`config.mk`:
```
export PLATFORM = sky130hd
export DESIGN_NAME = seq_gen_ab
export DESIGN_NICKNAME = d
export VERILOG_FILES = /design/src/rtl/seq_gen_ab.sv
export SDC_FILE = /design/constraint.sdc
export NUM_CORES = 1
export LEC_CHECK = 0
export CELL_PAD_IN_SITES_DETAIL_PLACEMENT = 1
export CELL_PAD_IN_SITES_GLOBAL_PLACEMENT = 1
export CORE_ASPECT_RATIO = 0.6
export CORE_MARGIN = 5
export CORE_UTILIZATION = 41
export CTS_CLUSTER_DIAMETER = 200
export DETAILED_ROUTE_END_ITERATION = 12
export PLACE_DENSITY = 0.92
export SKIP_CTS_REPAIR_TIMING = 1
export SYNTH_ARGS = -nofsm -noshare
export SYNTH_HDL_FRONTEND = slang
export SYNTH_SLANG_ARGS = --single-unit
```
`constraint.sdc`:
```
create_clock -name clk -period 2.8 [get_ports clk]
set_clock_uncertainty 0.05 [all_clocks]
set_input_delay 0.56 -clock clk [delete_from_list [all_inputs] [get_ports clk]]
set_output_delay 0.56 -clock clk [all_outputs]
set_load 0.01 [all_outputs]
```
`src/rtl/seq_gen_ab.sv`:
```
// seq_gen_ab: emits a burst of a-then-b symbol pairs to a downstream detector.
// Each pair is followed by a programmable idle gap. The detector's acknowledge
// is checked during every b cycle, and a sticky error is raised when it is missing.
// All outputs are registered and decoded from the FSM state (Moore style).
module seq_gen_ab #(
   parameter int CNT_W = 4,
   parameter int GAP_W = 3
) (
   input  logic             clk,
   input  logic             rst_n,
   input  logic             start,
   input  logic [CNT_W-1:0] count,
   input  logic [GAP_W-1:0] gap,
   input  logic             y_in,
   output logic             a,
   output logic             b,
   output logic             busy,
   output logic             done,
   output logic             err,
   output logic [CNT_W-1:0] sent
);

   typedef enum logic [2:0] {
      ST_IDLE   = 3'd0,
      ST_EMIT_A = 3'd1,
      ST_EMIT_B = 3'd2,
      ST_GAP    = 3'd3,
      ST_FIN    = 3'd4
   } state_t;

   state_t           r_state;
   state_t           w_state_nxt;
   logic [CNT_W-1:0] r_cnt_lat;
   logic [GAP_W-1:0] r_gap_lat;
   logic [GAP_W-1:0] r_gap_cnt;
   logic [CNT_W-1:0] r_sent;
   logic             r_err;
   logic             r_a;
   logic             r_b;
   logic             r_busy;
   logic             r_done;
   logic             w_accept;
   logic             w_gap_end;

   // A start request only counts while idle; start during a burst is dropped.
   assign w_accept  = (r_state == ST_IDLE) && start;
   // The gap counter is loaded with the latched gap, so gap+1 GAP cycles elapse.
   assign w_gap_end = (r_gap_cnt == {GAP_W{1'b0}});

   // State register with synchronous active-low reset.
   always_ff @(posedge clk) begin
      if (!rst_n) begin
         r_state <= ST_IDLE;
      end else begin
         r_state <= w_state_nxt;
      end
   end

   // Next-state logic.
   always_comb begin
      w_state_nxt = r_state;
      case (r_state)
         ST_IDLE: begin
            if (start) begin
               if (count != {CNT_W{1'b0}}) begin
                  w_state_nxt = ST_EMIT_A;
               end else begin
                  w_state_nxt = ST_FIN;
               end
            end else begin
               w_state_nxt = ST_IDLE;
            end
         end
         ST_EMIT_A: w_state_nxt = ST_EMIT_B;
         ST_EMIT_B: w_state_nxt = ST_GAP;
         ST_GAP: begin
            if (w_gap_end) begin
               if (r_sent == r_cnt_lat) begin
                  w_state_nxt = ST_FIN;
               end else begin
                  w_state_nxt = ST_EMIT_A;
               end
            end else begin
               w_state_nxt = ST_GAP;
            end
         end
         ST_FIN:  w_state_nxt = ST_IDLE;
         default: w_state_nxt = ST_IDLE;
      endcase
   end

   // Burst datapath: latch parameters on accept, count pairs, track gap, flag missing ack.
   always_ff @(posedge clk) begin
      if (!rst_n) begin
         r_cnt_lat <= {CNT_W{1'b0}};
         r_gap_lat <= {GAP_W{1'b0}};
         r_gap_cnt <= {GAP_W{1'b0}};
         r_sent    <= {CNT_W{1'b0}};
         r_err     <= 1'b0;
      end else if (w_accept) begin
         r_cnt_lat <= count;
         r_gap_lat <= gap;
         r_sent    <= {CNT_W{1'b0}};
         r_err     <= 1'b0;
      end else if (r_state == ST_EMIT_B) begin
         // sent cannot pass the latched count, which fits in CNT_W, so no wrap.
         r_sent    <= r_sent + CNT_W'(1);
         r_gap_cnt <= r_gap_lat;
         if (!y_in) begin
            r_err <= 1'b1;
         end
      end else if ((r_state == ST_GAP) && !w_gap_end) begin
         r_gap_cnt <= r_gap_cnt - GAP_W'(1);
      end
   end

   // Output registers decoded from the next state, so they track the state register exactly.
   always_ff @(posedge clk) begin
      if (!rst_n) begin
         r_a    <= 1'b0;
         r_b    <= 1'b0;
         r_busy <= 1'b0;
         r_done <= 1'b0;
      end else begin
         r_a    <= (w_state_nxt == ST_EMIT_A);
         r_b    <= (w_state_nxt == ST_EMIT_B);
         r_busy <= (w_state_nxt != ST_IDLE);
         r_done <= (w_state_nxt == ST_FIN);
      end
   end

   assign a    = r_a;
   assign b    = r_b;
   assign busy = r_busy;
   assign done = r_done;
   assign err  = r_err;
   assign sent = r_sent;

endmodule

```
Word level (Yosys, flattened, before mapping):

Cells that the tools add are included.

* input bits: 11
* bits in registers: 22
* output and inout bits: 9

* equality and inequality tests: 7
* $add $sub $neg: 2
* bitwise logic cells: 3
* muxes and demuxes: 7
* reduce and logical (&&, ||, !) cells: 11

Operators with widths (count)
* 2-to-1 mux 3 bit: 6
* case mux 3 bit (4 select lines): 1
* == test 3 x 2 -> 1 bit (second input constant): 3
* == test 3 x 1 -> 1 bit (second input constant): 2
* zero test 3 bit: 2
* adder 4 x 1 -> 4 bit (second input constant): 1
* == test 4 bit: 1
* AND reduction 2 bit: 2
* nonzero test 4 bit: 1
* == test 3 bit (second input constant): 1
* NOT 1 bit: 3
* nonzero test 3 bit: 1
* subtractor 3 x 1 -> 3 bit (second input constant): 1
* logical AND 1 bit: 2
* nonzero test 2 bit: 1
* OR reduction 2 bit: 1
* zero test 1 bit: 1

Longest topological paths before layout:

Gate-level depths: netlist of the first run.

* depth in word-level cells: 5
* mapped depth: 6

Worst setup path before layout of the first run:

OpenSTA, ideal clock, no wires.

* kind: register to register
* start: reg r_gap_cnt[0]
* end: reg r_state[0]
* period minus slack after synthesis: 1645 ps
* arrival time: 1480 ps
* path slack: 1155 ps
* stages on the path, launching flop included: 7
* cell sequence: dfxtp_1 > inv_1 > ha_1 > or2b_2 > a2111oi_4 > a31oi_1 > and2_1

* word-level cells in the longest chain between the ends: 3

Ends and longest elaborated chain
* start: declaration: RTL line 35 `logic [GAP_W-1:0] r_gap_cnt;`
* start signal: assignment: RTL line 97 `r_gap_cnt <= {GAP_W{1'b0}};`
* start signal: assignment: RTL line 108 `r_gap_cnt <= r_gap_lat;`
* start signal: assignment: RTL line 113 `r_gap_cnt <= r_gap_cnt - GAP_W'(1);`
* zero test 3 bit: RTL line 48 `assign w_gap_end = (r_gap_cnt == {GAP_W{1'b0}});`
* 2-to-1 mux 3 bit: RTL line 77 `if (w_gap_end) begin`
* case mux 3 bit (4 select lines): RTL line 62 `case (r_state)`
* end signal: assignment: RTL line 55 `r_state <= w_state_nxt;`
* end: declaration: RTL line 31 `state_t r_state;`

No other way between the ends.
A chain may end at the register's enable or synchronous reset.

Final worst setup path of the first run:

* start: in start
* end: reg r_a, in the netlist a

* word-level cells in the longest chain between the ends: 3

Ends and longest elaborated chain
* start: declaration: RTL line 11 `input logic start,`
* 2-to-1 mux 3 bit: RTL line 64 `if (start) begin`
* case mux 3 bit (4 select lines): RTL line 62
* == test 3 x 1 -> 1 bit: RTL line 125 `r_a <= (w_state_nxt == ST_EMIT_A);`
* end signal: assignment: RTL line 125
* end: declaration: RTL line 38 `logic r_a;`

No other way between the ends.

==> results of run 1 <==
==> power breakdown <==
group          leakage [nW]  total (W)  internal, W  switching, W
clock network        0.0288   0.000231     0.000126      0.000106
registers             0.180   0.000370     0.000342     0.0000280
logic                 0.276   0.000180    0.0000887     0.0000916
==> synthesized netlist by cell type, drive strengths merged <==
cell | n | area (um^2)
a2111oi | 1 | 27.5
a21boi | 7 | 52.6
a21oi | 5 | 25.0
a221oi | 1 | 8.76
a31o | 1 | 8.76
a31oi | 3 | 25.0
and2 | 2 | 12.5
and2b | 1 | 7.51
and3 | 1 | 6.26
and3b | 1 | 10.0
buf | 3 | 30.0
clkbuf | 1 | 3.75
dfxtp | 22 | 440
dlygate4sd1 | 1 | 8.76
ha | 3 | 37.5
inv | 5 | 18.8
nand2 | 20 | 75.1
nand2b | 1 | 6.26
nand4 | 1 | 6.26
nand4b | 1 | 8.76
nor2 | 9 | 41.3
nor2b | 3 | 18.8
nor3 | 2 | 10.0
nor3b | 1 | 7.51
nor4b | 1 | 23.8
o2111a | 1 | 11.3
o21ai | 3 | 15.0
or2b | 1 | 8.76
or3 | 1 | 6.26
or3b | 1 | 8.76
or4 | 1 | 11.3
or4b | 1 | 10.0
xnor2 | 3 | 26.3
xor2 | 3 | 26.3
==> flip-flops by register name, summed over array words and instances (netlist names) <==
name	count
r_state	3
busy	1
err	1
b	1
done	1
a	1
sent	4
r_gap_cnt	3
r_cnt_lat	4
r_gap_lat	3
==> worst max-delay path, stage by stage <==
cell and delay, ns:
clkdlybuf4s50_1 0.50, or4b_1 0.66, nor2_4 0.15, a31oi_2 0.06
o2111a_1 0.18
==> layer usage <==
| metal | vias to the layer above | share of wire [%] |
|---|---|---|
| met2 | 16 | 45 |
| met3 | 2 | 5.4 |
| met5 | - | 0 |
| met1 | 391 | 49 |
| met4 | 0 | 0.88 |
| li1 | 419 | - |
==> cells in the final DEF, fill, tap and decap left out, drive strengths merged, types with 4 or more instances in the layout <==
master         netlist  routed
dfxtp               22      22
nand2               20      20
clkdlybuf4s50        0      19
nor2                 9       9
a21boi               7       7
inv                  5       5
a21oi                5       5
clkbuf               1       4
==> cell families after synthesis <==
logic type                 synth area share (%)
and+or+nand+nor                            26.7
AOI/OAI and AO/OA                          16.6
DFF                                        42.2
buffers and inverters                      5.87
xor gates and xnor gates                   5.03
adders and majority gates                  3.59
==> per-stage QoR <==
stage / std cells / area, um^2 / util, %
final: 163 / 1290 / 52.4
after global placement: 159 / 1240 / 50.2
after floorplan: 112 / 1040 / -
after CTS: 163 / 1290 / 52.4
after detailed placement: 159 / 1240 / 50.2
after global routing: 163 / 1290 / 52.4
==> final cells by class <==
class	count	area (um^2)
Clock buffer	4	55.1
Fill cell	285	1170
Inverter	5	18.8
Multi-Input combinational cell	80	543
Sequential cell	22	440
Tap cell	32	40.0
Timing Repair Buffer	20	198
==> worst paths after layout <==
kind | to | slack, ns | depth (start not counted)
max reg2reg | r_state[0] | 0.92 | 6
min | r_gap_lat[2] | 0.44 | 2
max | a | 0.80 | 5
min reg2reg | r_gap_lat[2] | 0.44 | 2
==> reports/qor.txt, run 1 <==
Status - complete, no violations
Mean Syn Cell Area - 9.33 um^2
Die height - 49.1 um
Core ar. - 2470 um^2
TNS Setup - 0 ns
Core Rows - 14
Max-cap violation count - 0
Gpl congestion - 0.788
Actual slew at the worst max-slew pin - 0.636 ns
Unique cell type count in the Yosys netlist - 37
Clock buffer depth - 2
CP Max Fanout - 9
CP Launch Point - start
Critical setup path kind - in -> reg
HP Start - r_gap_lat[2]
Overall power - 0.000782 W
Worst-Skew Late Latency - 0.27 ns
GRT Overall Usage - 14.5%
Wirelength per Cell - 14.7 um
Hold Vio Cnt, Final - 0
Synth warnings - 0
WP data arrival - 2.12 ns
Die ar. - 3690 um^2
Iter 0 DRT Violations - 26
Post-Syn Nets - 126
#FFs+latches synth - 22
Worst r2r src - r_gap_cnt[0]
CTS buffer count - 3
Final net count - 146
Die W - 75.2 um
Pre-CTS setup slack - 0.514 ns
Layout cells sized above 1 - 10.7%
Slew HR - 57.5%
Area Growth Syn to Fin - 24.0%
GRT Residual Overflow - 0
Final Setup Violations - 0
Pins Over Slew Limit - 0
Clock slew seen by the registers of the worst setup and hold paths - 0.08 ns
I/O pin count - 20
Critical path launch point type - input port
Drt pass-1 iters - 4
First-pass GRT wire length - 4.08 mm
Initial antenna violation count - 0
Met1 Track Usage GR - 19.2%
Met2 Use GR - 21.7%
Synthesized instance count - 112
Ant. Diodes - 0
Minimum clock period - 2.00 ns
Leakage - 0.484 nW
ANT nets after route - 0
IR drop worst, VDD - 0.378 mV
Post-Syn Area - 1040 um^2
Worst Path Required - 2.91 ns
Fin worst setup slack - 0.795 ns
Met3 Usage GRT - 5.56%
TritonCTS clock tree - done
CP endpoint kind - flop
Hold crit path type - reg -> reg
GR peak layer - met2
DPL Wire Length - 1.86 mm
Largest net degree at the start of global routing - 18
CTS root buffer - clkbuf_8
Fmax - 0.499 GHz
Seq/Total Area, Yosys - 42.2%
DR vias/cell - 5.08
# DRC - 0
Power Dens Cells - 604 nW/um^2
Maximum level of the CTS H-tree - 1
TritonCTS Sinks - 22
Starting Density - 42.3%
RSZ-0062 raised after global routing - no
Vias in the first global route - 879
Final WL - 2.39 mm
Via count - 828
Final cycle utilization of the critical path - 71.6%
Number of port buffers - 19
Worst hold slack - 0.435 ns
(Power assumes the default switching activity.)
==> run 2, diff against run 1 <==
Settings changed: CORE_UTILIZATION 41 to 38, PLACE_DENSITY 0.92 to 0.87.
Clock period 2.8 ns to 2 ns, I/O delays scaled along.
==> run 2 against run 1 <==
Compared with the run above:
- design area increased by 1.8%
- die area increased by 6.5%
- worst setup slack got worse by 0.63 ns
- core utilization decreased by 1.2 points
- flip-flop and latch count unchanged
- first-iteration DRC count increased by 12%
- cell count increased by 2.5%
- sequential share of layout area decreased by 0.61 points
- critical endpoint is now r_state[0]
- largest cell class unchanged
==> reports/qor.txt, run 2 (synthesis results as in run 1) <==
Worst-Skew Late Latency - 0.26 ns
Drt pass-1 iters - 3
Clk pwr share - 25.7%
Final net count - 151
Flop pwr share - 48.8%
Worst hold slack - 0.413 ns
Met1 Track Usage GR - 17.4%
Hold Path End - r_gap_lat[2]
ANT nets after route - 0
CTS root buffer - clkbuf_8
Fmax - 0.545 GHz
FF+latch area - 440 um^2
Max-cap violation count - 0
Reg-to-Reg End - r_state[0]
Initial antenna violation count - 0
Starting Density - 40.6%
RSZ-0062 raised after global routing - no
Via count - 837
Cell internal pwr - 0.000751 W
Worst r2r src - r_gap_cnt[0]
Multi-input logic area - 543 um^2
Fin worst setup slack - 0.165 ns
Hold crit path type - reg -> reg
Vias in the first global route - 897
Iter 0 DRT Violations - 29
Layout cells sized above 1 - 13.3%
Largest net degree at the start of global routing - 12
Core ar. - 2570 um^2
Status - complete, no violations
Critical path launch point type - flop
Most common cell after layout, fill and taps aside - dfxtp_1
TritonCTS Sinks - 22
Minimum clock period - 1.84 ns
Clock slew seen by the registers of the worst setup and hold paths - 0.08 ns
Worst Path Required - 2.11 ns
Clock buffer depth - 2
Final Setup Violations - 0
Die height - 50.6 um
GRT Overall Usage - 13.9%
Number of port buffers - 19
# DRC - 0
Most frequent cells in the layout - 22 x dfxtp_1, 20 x nand2_1, 19 x clkdlybuf4s50_1
Die W - 77.7 um
IR drop worst, VDD - 0.375 mV
Wirelength per Cell - 14.5 um
Actual slew at the worst max-slew pin - 0.479 ns
GR peak layer - met2
Power Dens Cells - 805 nW/um^2
Psw - 0.000310 W
Ant. Diodes - 0
WP data arrival - 1.94 ns
Gpl congestion - 0.773
HP Start - r_gap_lat[2]
Pins Over Slew Limit - 0
TNS Setup - 0 ns
Fill count - 307
Critical setup path kind - reg -> reg
I/O pin count - 20
CP Launch Point - r_gap_cnt[0]
Met2 Use GR - 23.3%
Slew HR - 68.0%
GRT Residual Overflow - 0
Core Rows - 14
Die ar. - 3930 um^2
Final WL - 2.42 mm
CP Max Fanout - 3
Sw frac - 29.2%
Reg2reg setup slack - 0.16 ns
TritonCTS clock tree - done
DPL Wire Length - 1.86 mm
Final cycle utilization of the critical path - 91.8%
Hold Vio Cnt, Final - 0
First-pass GRT wire length - 4.35 mm
CP endpoint kind - flop
Leakage - 0.501 nW
Gate power share - 25.5%
Maximum level of the CTS H-tree - 1
Pre-CTS setup slack - 0.0239 ns
Worst R2R Path Depth - 6
Met3 Usage GRT - 5.00%
CTS buffer count - 3
Hold Path Stages - 2
DR vias/cell - 5.01
Area Growth Syn to Fin - 26.2%
-- run 2: changes by cell type in the layout (fill, tap and decap cells not counted), sizes merged --
cell,change
buf,+5
clkbuf,-1
-- run 2: area by class of cell --
type | count | share of cell area (%)
Clock buffer | 3 | 3.13
Inverter | 5 | 1.42
Timing Repair Buffer | 25 | 17.8
Tap cell | 32 | 3.04
Sequential cell | 22 | 33.4
Multi-Input combinational cell | 80 | 41.2
-- run 2: worst max-delay path by stage --
stage	endpoint	slack, ns
2_1_floorplan	r_state[0]	0.35
6_report	r_state[0]	0.16
3_5_place_dp	r_state[0]	0.02
5_1_grt	b	0.05
4_1_cts	r_state[0]	0.15
3_3_place_gp	a	0.02
-- run 2: per-stage QoR --
| stage | std cells | power, W | instance area, um^2 | util [%] |
|---|---|---|---|---|
| global placement | 164 | 0.000785 | 1280 | 49.6 |
| finish | 167 | 0.00106 | 1320 | 51.2 |
| detailed placement | 164 | 0.000796 | 1280 | 49.6 |
| global route | 167 | 0.00113 | 1320 | 51.2 |
| floorplan | 112 | 0.000700 | 1040 | - |
| CTS | 167 | 0.00107 | 1320 | 51.2 |
-- run 2: worst max-delay path, stage by stage, from the launching register on --
cell,delay [ns]
dfxtp_1,0.34
inv_1,0.08
ha_1,0.18
or2b_2,0.35
a2111oi_4,0.35
a31oi_1,0.18
and2_1,0.19
-- run 2: per-layer routing --
layer | share of wire (%) | wire length [um] | vias up
met1 | 50 | 1210 | 389
met3 | 4.8 | 117 | 2
met2 | 45 | 1090 | 17
met4 | 0.33 | 8 | 0
met5 | 0 | 0 | -
li1 | - | - | 429
-- run 2: power by group through the flow --
stage          clock [W]  sequential [W]  combinational (W)
5_1_grt         0.000307        0.000524           0.000300
3_3_place_gp           0        0.000525           0.000260
6_report        0.000272        0.000518           0.000271
2_1_floorplan          0        0.000514           0.000186
4_1_cts         0.000282        0.000518           0.000273
3_5_place_dp           0        0.000528           0.000268
==> run 3, diff against run 2 <==
Settings changed: CAP_MARGIN set to 30, CORE_MARGIN 5 to 4, SLEW_MARGIN set to 10.
==> run 3 against run 2 <==
Compared with the run above:
- combinational power decreased by 3%
- via count decreased by 1.4%
- global-route usage increased by 1.4 points
- non-clock buffer count decreased by 2
- critical endpoint unchanged
==> reports/qor.txt, run 3 (synthesis results as in run 1) <==
Status - complete, no violations
Core ar. - 2560 um^2
Critical path launch point type - flop
Hold crit path type - reg -> reg
Final Setup Violations - 0
Die W - 75.7 um
Slew HR - 67.8%
Sw frac - 26.7%
Number of port buffers - 19
Worst-Skew Late Latency - 0.27 ns
Maximum level of the CTS H-tree - 1
Iter 0 DRT Violations - 50
Worst R2R Path Depth - 6
Final net count - 149
Die height - 48.6 um
Critical setup path kind - reg -> reg
WP data arrival - 1.96 ns
CP Max Fanout - 3
Cell internal pwr - 0.000880 W
Worst Path Required - 2.12 ns
Hold Path Stages - 2
RSZ-0062 raised after global routing - no
Ant. Diodes - 0
Psw - 0.000320 W
Minimum clock period - 1.84 ns
Actual slew at the worst max-slew pin - 0.482 ns
Gpl congestion - 0.810
Clock buffer depth - 2
TritonCTS Sinks - 22
TritonCTS clock tree - done
IR drop worst, VDD - 0.383 mV
Area Growth Syn to Fin - 27.7%
Final instance area - 1330 um^2
Max-cap violation count - 0
Placed cells - 162
Worst hold slack - 0.429 ns
Core Rows - 14
# DRC - 0
Clock slew seen by the registers of the worst setup and hold paths - 0.09 ns
Drt pass-1 iters - 4
I/O pin count - 20
Power Dens Cells - 899 nW/um^2
Flop pwr share - 43.2%
First-pass GRT wire length - 4.26 mm
Via count - 825
Leakage - 0.506 nW
Wirelength per Cell - 14.5 um
Initial antenna violation count - 0
DPL Wire Length - 1.91 mm
GRT Overall Usage - 15.3%
Cell Count, Final, Fillers Out - 166
Clk pwr share - 34.8%
Vias in the first global route - 892
CTS buffer count - 3
Layout cells sized above 1 - 12.7%
Most common cell after layout, fill and taps aside - dfxtp_1
Die ar. - 3680 um^2
ANT nets after route - 0
Most frequent cells in the layout - 22 x dfxtp_1, 20 x nand2_1, 19 x clkdlybuf4s50_1
Gate power share - 21.9%
CP endpoint kind - flop
CTS root buffer - clkbuf_8
Hold Vio Cnt, Final - 0
Largest net degree at the start of global routing - 18
DR vias/cell - 4.97
Final WL - 2.41 mm
Pins Over Slew Limit - 0
Starting Density - 40.9%
Final cycle utilization of the critical path - 91.9%
Fmax - 0.544 GHz
Area post-placement - 1260 um^2
GRT Residual Overflow - 0
run 3: changes by cell type in the layout (fill, tap and decap cells not counted):
| cell | delta |
|---|---|
| buf_4 | -2 |
| bufinv_16 | +1 |
run 3: layout make-up:
type	instances	area, um^2
multi-input cells	80	543
well taps	32	40.0
inverters	5	18.8
repair buffers	23	220
clock inverters	1	30.0
fillers	299	1220
clock buffers	3	41.3
flip-flops and latches	22	440
run 3: worst paths after layout:
kind | startpoint | to | slack (ns)
worst min register to register | r_gap_lat[2] | r_gap_lat[2] | 0.43
worst min-delay path | r_gap_lat[2] | r_gap_lat[2] | 0.43
worst max-delay path | r_gap_cnt[1] | r_state[0] | 0.16
worst max register to register | r_gap_cnt[1] | r_state[0] | 0.16
run 3: metal layers:
metal | up-vias | global-route usage [%] | wire length, um
met5 | - | 0 | 0
met4 | 0 | 2.62 | 8
met3 | 2 | 4.96 | 128
met2 | 19 | 24.2 | 1100
met1 | 380 | 20.3 | 1170
li1 | 424 | - | -
run 3: metrics by stage:
| step | setup WS [ns] | util, % | total power, W | TNS [ns] |
|---|---|---|---|---|
| global route | 0.0205 | 52.2 | 0.00128 | 0 |
| CTS | 0.140 | 52.2 | 0.00121 | 0 |
| detailed placement | -0.0233 | 49.4 | 0.000795 | -0.0727 |
| global placement | 0.0191 | 49.4 | 0.000779 | 0 |
| finish | 0.162 | 52.2 | 0.00120 | 0 |
| floorplan | 0.355 | - | 0.000700 | 0 |
run 3: critical path, stage by stage (launching register included):
cell and delay, ns:
dfxtp_1 0.32, inv_1 0.10, ha_1 0.19, or2b_2 0.36, a2111oi_4 0.35, a31oi_1 0.19, and2_1 0.19
run 3: power by group through the flow:
stage / Clock (W) / Sequential [W] / Combinational, W
after floorplan: 0 / 0.000514 / 0.000186
after global placement: 0 / 0.000525 / 0.000254
after detailed placement: 0 / 0.000528 / 0.000267
after CTS: 0.000427 / 0.000519 / 0.000269
after global routing: 0.000456 / 0.000525 / 0.000298
final: 0.000418 / 0.000518 / 0.000263
